==> src/rtl/mem_arbiter.sv <==
// mem_arbiter: shares one synchronous memory bus between two requesters.
// Every access runs IDLE -> ADDR -> DATA -> ACK. Ties are broken round-robin.
// The address map is enforced: ROM writes and accesses to the unmapped hole
// are blocked and reported through errN.
//
// Ports:
//   clk_i, reset_i              clock, synchronous active-high reset
//   reqN_i, addrN_i, wdataN_i,  requester N (N = 0, 1); request plus its
//   writeN_i                    address, write data and direction
//   ackN_o, rdataN_o, errN_o    one-cycle completion, read data, denied flag
//   busy_o                      high whenever an access is in progress
//   mem_address_o, mem_data_in_o, mem_write_o, mem_data_out_i
//                               memory bus; read data arrives one clock
//                               after the address is presented
module mem_arbiter #(
  parameter logic [7:0] ROM_TOP   = 8'h7F,
  parameter logic [7:0] RAM_TOP   = 8'hDF,
  parameter logic [7:0] PORT_BASE = 8'hF0
) (
  input  logic       clk_i,
  input  logic       reset_i,
  input  logic       req0_i,
  input  logic       req1_i,
  input  logic [7:0] addr0_i,
  input  logic [7:0] addr1_i,
  input  logic [7:0] wdata0_i,
  input  logic [7:0] wdata1_i,
  input  logic       write0_i,
  input  logic       write1_i,
  output logic       ack0_o,
  output logic       ack1_o,
  output logic [7:0] rdata0_o,
  output logic [7:0] rdata1_o,
  output logic       err0_o,
  output logic       err1_o,
  output logic       busy_o,
  output logic [7:0] mem_address_o,
  output logic [7:0] mem_data_in_o,
  output logic       mem_write_o,
  input  logic [7:0] mem_data_out_i
);

  typedef enum logic [1:0] {IDLE, ADDR, DATA, ACK} state_t;

  state_t     state_q, state_d;
  logic       prio_q, prio_d;
  logic       grant_q, grant_d;
  logic [7:0] addr_q, addr_d;
  logic [7:0] wdata_q, wdata_d;
  logic       write_q, write_d;
  logic       deny_q, deny_d;
  logic       unmapped_q, unmapped_d;
  logic [7:0] rdata0_q, rdata0_d;
  logic [7:0] rdata1_q, rdata1_d;

  // Candidate grant: a lone request wins outright, a tie goes to prio.
  logic       grantSel;
  logic [7:0] selAddr;
  logic [7:0] selWdata;
  logic       selWrite;
  logic       selUnmapped;
  logic       selDeny;

  assign grantSel    = (req0_i && req1_i) ? prio_q : req1_i;
  assign selAddr     = grantSel ? addr1_i  : addr0_i;
  assign selWdata    = grantSel ? wdata1_i : wdata0_i;
  assign selWrite    = grantSel ? write1_i : write0_i;
  assign selUnmapped = (selAddr > RAM_TOP) && (selAddr < PORT_BASE);
  assign selDeny     = selUnmapped || (selWrite && (selAddr <= ROM_TOP));

  // Next-state logic. The request is latched at grant so later changes on
  // the requester side cannot disturb an access already in flight.
  always_comb begin
    state_d    = state_q;
    prio_d     = prio_q;
    grant_d    = grant_q;
    addr_d     = addr_q;
    wdata_d    = wdata_q;
    write_d    = write_q;
    deny_d     = deny_q;
    unmapped_d = unmapped_q;
    rdata0_d   = rdata0_q;
    rdata1_d   = rdata1_q;
    case (state_q)
      IDLE: begin
        if (req0_i || req1_i) begin
          grant_d    = grantSel;
          addr_d     = selAddr;
          wdata_d    = selWdata;
          write_d    = selWrite;
          deny_d     = selDeny;
          unmapped_d = selUnmapped;
          prio_d     = ~grantSel;
          state_d    = ADDR;
        end
      end
      ADDR: state_d = DATA;
      DATA: begin
        // Memory data is valid now, one clock after the address went out.
        if (grant_q) rdata1_d = unmapped_q ? 8'h00 : mem_data_out_i;
        else         rdata0_d = unmapped_q ? 8'h00 : mem_data_out_i;
        state_d = ACK;
      end
      ACK:     state_d = IDLE;
      default: state_d = IDLE;
    endcase
  end

  always_ff @(posedge clk_i) begin
    if (reset_i) begin
      state_q    <= IDLE;
      prio_q     <= 1'b0;
      grant_q    <= 1'b0;
      addr_q     <= 8'h00;
      wdata_q    <= 8'h00;
      write_q    <= 1'b0;
      deny_q     <= 1'b0;
      unmapped_q <= 1'b0;
      rdata0_q   <= 8'h00;
      rdata1_q   <= 8'h00;
    end else begin
      state_q    <= state_d;
      prio_q     <= prio_d;
      grant_q    <= grant_d;
      addr_q     <= addr_d;
      wdata_q    <= wdata_d;
      write_q    <= write_d;
      deny_q     <= deny_d;
      unmapped_q <= unmapped_d;
      rdata0_q   <= rdata0_d;
      rdata1_q   <= rdata1_d;
    end
  end

  // The latched address/data double as the bus drive, so the bus holds its
  // last values while idle. Strobes are decoded from state, which makes a
  // reset in ADDR drop mem_write on that same edge.
  assign mem_address_o = addr_q;
  assign mem_data_in_o = wdata_q;
  assign mem_write_o   = (state_q == ADDR) && write_q && !deny_q;
  assign busy_o        = (state_q != IDLE);
  assign ack0_o        = (state_q == ACK) && !grant_q;
  assign ack1_o        = (state_q == ACK) && grant_q;
  assign err0_o        = ack0_o && deny_q;
  assign err1_o        = ack1_o && deny_q;
  assign rdata0_o      = rdata0_q;
  assign rdata1_o      = rdata1_q;

endmodule

==> config.mk <==
export PLATFORM = sky130hd
export DESIGN_NAME = mem_arbiter
export DESIGN_NICKNAME = d
export VERILOG_FILES = /design/src/rtl/mem_arbiter.sv
export SDC_FILE = /design/constraint.sdc
export NUM_CORES = 1
export LEC_CHECK = 0
export CAP_MARGIN = 20
export CELL_PAD_IN_SITES_DETAIL_PLACEMENT = 1
export CELL_PAD_IN_SITES_GLOBAL_PLACEMENT = 2
export CORE_MARGIN = 3
export CORE_UTILIZATION = 23
export CTS_BUF_LIST = sky130_fd_sc_hd__clkbuf_16
export DETAILED_ROUTE_END_ITERATION = 7
export GPL_TIMING_DRIVEN = 0
export PLACE_DENSITY_LB_ADDON = 0.2
export SETUP_SLACK_MARGIN = 0.2
export SLEW_MARGIN = 20
export SYNTH_ARGS = -nofsm -noshare
export SYNTH_HDL_FRONTEND = slang
export SYNTH_SLANG_ARGS = --single-unit
==> constraint.sdc <==
create_clock -name clk_i -period 2.55 [get_ports clk_i]
set_input_delay 0.255 -clock clk_i [delete_from_list [all_inputs] [get_ports clk_i]]
set_output_delay 0.255 -clock clk_i [all_outputs]
set_load 0.03 [all_outputs]
==> metrics.md <==
| Metric | Value |
|---|---|
| Synth cell count leaders | `dfxtp_1, a21oi_1, nand2_1` |
| Mapped cell area | `0.00173 sq mm` |
| Drt first pass iters | `4` |
| Comb power frac | `0.423` |
| Cells along the critical path | `inv_1 -> ha_1 -> buf_2 -> inv_2 -> clkdlybuf4s50_1` |
| Area Overhead vs Synth | `63.9%` |
| Final layout net count | `342` |
| R2R cell count | `8` |
| R2R setup slack | `770 ps` |
| Num Clock Sinks | `39` |
| Post-detail-place hpwl | `4180 um` |
| IO Port Bufs | `82` |
| # IOs | `between 80 and 90` |
| Outcome | `complete, no violations` |
| Yosys reg bits | `39` |
| Max Slew Vio Count | `0` |
| Initial core utilization | `0.238` |
| GRT Total Usage | `0.128` |
| First-pass GRT wire length | `about 8700 um` |
| Most used flip-flop cell after synthesis | `dfxtp_1` |
| RePlAce Congestion | `0.730` |
| Crit path launch | `state_q[0]$_SDFFE_PP0P_` |
| Fmax | `about 460 MHz` |
| Clock Power Share | `0.266` |
| Min Tclk post-route | `~2200 ps` |
| DRT iter0 DRCs | `25` |
| Share of cells above drive strength 1 | `0.0580` |
| Initial antenna violation count | `0` |
| Buf+Inv Stages, Crit Path | `4` |
| Die W | `92.8 um` |
| Vias in the first global route | `1777` |
| Worst path required time | `2300 ps` |
| CTS tree | `built` |
| Max_cap viols | `0` |
| Slew @ Worst Pin | `524 ps` |
| Yosys top cell by area | `dfxtp_1` |
| YS warnings | `0` |
| Register area share after synthesis | `0.450` |
| Count leader, synth | `dfxtp_1` |
| Fin. Hold Viols | `0` |
| Largest net degree at the start of global routing | `13` |
| Clock slew at reported path FFs | `60 ps` |
| Die area | `roughly 0.0086 sq mm` |
| Worst Setup End Kind | `primary output` |
| Cells on Worst Hold Path | `2` |
| Crit start category | `flip-flop` |
| # hold bufs at CTS | `0` |
| FILL cells | `886` |
| Die height | `92.8 um` |
| Crit path max fanout | `7` |
| Unrepaired setup endpoints after global routing | `false` |
| Post-Syn Area per Cell | `~8.5 sq um` |
| # rows | `31` |
| Count of cell types in the netlist | `31` |
| Crit-path leading delay family | `buffers and inverters` |
| Ant diodes | `0` |
| Final wirelength | `5490 um` |
| Core Area | `0.00729 sq mm` |
| Crit path max-delay cell type | `clkdlybuf4s50_1` |
| Overall power | `about 0.0026 W` |
| Pint | `0.00167 W` |
| Rel. slew slack | `0.651` |
| Yosys top cell area share | `0.450` |
| Vias per Instance | `4.51` |
| Flop pwr share | `0.311` |
| Clk_skew | `2.10 ps` |
| Grt ovf | `0` |
| RR Startpoint | `state_q[0]$_SDFFE_PP0P_` |
| Fin crit share | `0.851` |
| EDFF count, synth | `0` |
| Maximum VDD drop | `just over 400 uV` |
| Clock Latency Late Sink | `280 ps` |
| H-tree levels | `2` |
| PwrDens | `932 mW/mm^2` |
| Hold Path Class | `in -> reg` |
| Cells after Synth | `203` |
| Via count | `~1800` |
| Synth top area cells | `dfxtp_1, a21oi_1, a22oi_1` |
| Synth async-reset ratio | `0` |
| Max Buffers Root-to-Sink | `2` |
| CTS buffer count | `5` |
| Total Neg Setup Slack | `0 ps` |
| CP Data Arrival Time | `between 1500 and 2000 ps` |
| Post-CTS setup buffer count | `0` |
| Final ANT Viol Nets | `0` |
| Psw | `a little under 0.001 W` |
| Max stage delay on crit path | `between 600 and 700 ps` |
| Leakage | `1.01 nW` |
| Net Sw Frac | `0.371` |
| WHS | `354 ps` |
| Drt drc | `0` |
| Critical path depth in cells | `5` |
| Worst setup path end | `busy_o` |
| Final Util | `0.390` |
| Reg-to-reg endpoint | `mem_address_o[3]$_SDFFE_PP0P_` |
| Post-CTS Resized | `0` |
| DR WL/cell | `~14 um` |
| Syn Nets | `~250` |
| Clock Tree Root | `clkbuf_16` |
| WS Path Type | `reg -> out` |
| Setup Viol. Count Final | `0` |
==> worst min path at each step <==
stage,startpoint,endpoint,slack (ps)
4_1_cts,reset_i,grant_q$_SDFFE_PP0P_,360
3_5_place_dp,mem_address_o[3]$_SDFFE_PP0P_,mem_address_o[3]$_SDFFE_PP0P_,450
6_report,reset_i,rdata1_o[2]$_SDFFE_PP0P_,350
5_1_grt,reset_i,rdata1_o[2]$_SDFFE_PP0P_,400
3_3_place_gp,mem_data_in_o[5]$_SDFFE_PP0P_,mem_data_in_o[5]$_SDFFE_PP0P_,440
2_1_floorplan,mem_data_out_i[0],rdata0_o[0]$_SDFFE_PP0P_,420
==> layer usage <==
metal,GRT usage,share of wire,vias to the layer above,routed length [um]
li1,-,-,896,-
met1,0.159,0.44,823,2430
met2,0.209,0.49,44,2670
met3,0.0431,0.059,6,321
met4,0.0403,0.013,0,70
met5,0,0,-,0
==> power groups by stage <==
stage	sequential (W)	clock, W	combinational (W)
finish	0.000823	0.000705	0.00112
floorplan	0.00102	0	0.000507
global placement	0.000832	0	0.00113
detailed placement	0.000837	0	0.00113
global route	0.000845	0.000754	0.00123
CTS	0.000827	0.000732	0.00114
==> area by class of cell <==
| class | instances | area (sq um) | area share |
|---|---|---|---|
| Multi-Input combinational cell | 145 | 871 | 0.306 |
| Timing Repair Buffer | 82 | 821 | 0.289 |
| Sequential cell | 39 | 781 | 0.275 |
| Clock buffer | 5 | 125 | 0.0440 |
| Tap cell | 99 | 124 | 0.0436 |
| Buffer | 14 | 63.8 | 0.0224 |
| Clock inverter | 3 | 38.8 | 0.0136 |
| Inverter | 5 | 18.8 | 0.00660 |
==> state kept, by name (all words and copies together), names as in the netlist <==
name,flops
deny_q,1
grant_q,1
mem_address_o,8
mem_data_in_o,8
prio_q,1
rdata0_o,8
rdata1_o,8
state_q,2
unmapped_q,1
write_q,1
==> placed cells by master (no fill, tap or decap), types with 8 or more instances in the layout <==
cell / netlist / final
nor3b_1: 8 / 8
clkbuf_1: 9 / 9
nand3b_1: 10 / 10
dfxtp_1: 39 / 39
a22oi_1: 13 / 13
nor2_1: 18 / 18
a21oi_1: 32 / 32
nand2_1: 21 / 21
clkdlybuf4s50_1: 0 / 82
nand2b_1: 9 / 9
==> per-stage QoR <==
step / cells / area (sq um) / setup WS (ps)
floorplan: 203 / 1730 / 909
global placement: 384 / 2680 / 600
detailed placement: 384 / 2680 / 588
CTS: 392 / 2840 / 367
global route: 392 / 2840 / 313
finish: 392 / 2840 / 380
==> logic make-up after synthesis <==
group	Yosys count	share of synthesized area
AOI/OAI and AO/OA	58	0.211
and+or+nand+nor	83	0.262
buffers and inverters	19	0.0476
DFF	39	0.450
adders and majority gates	4	0.0289
(Power assumes the default switching activity.)
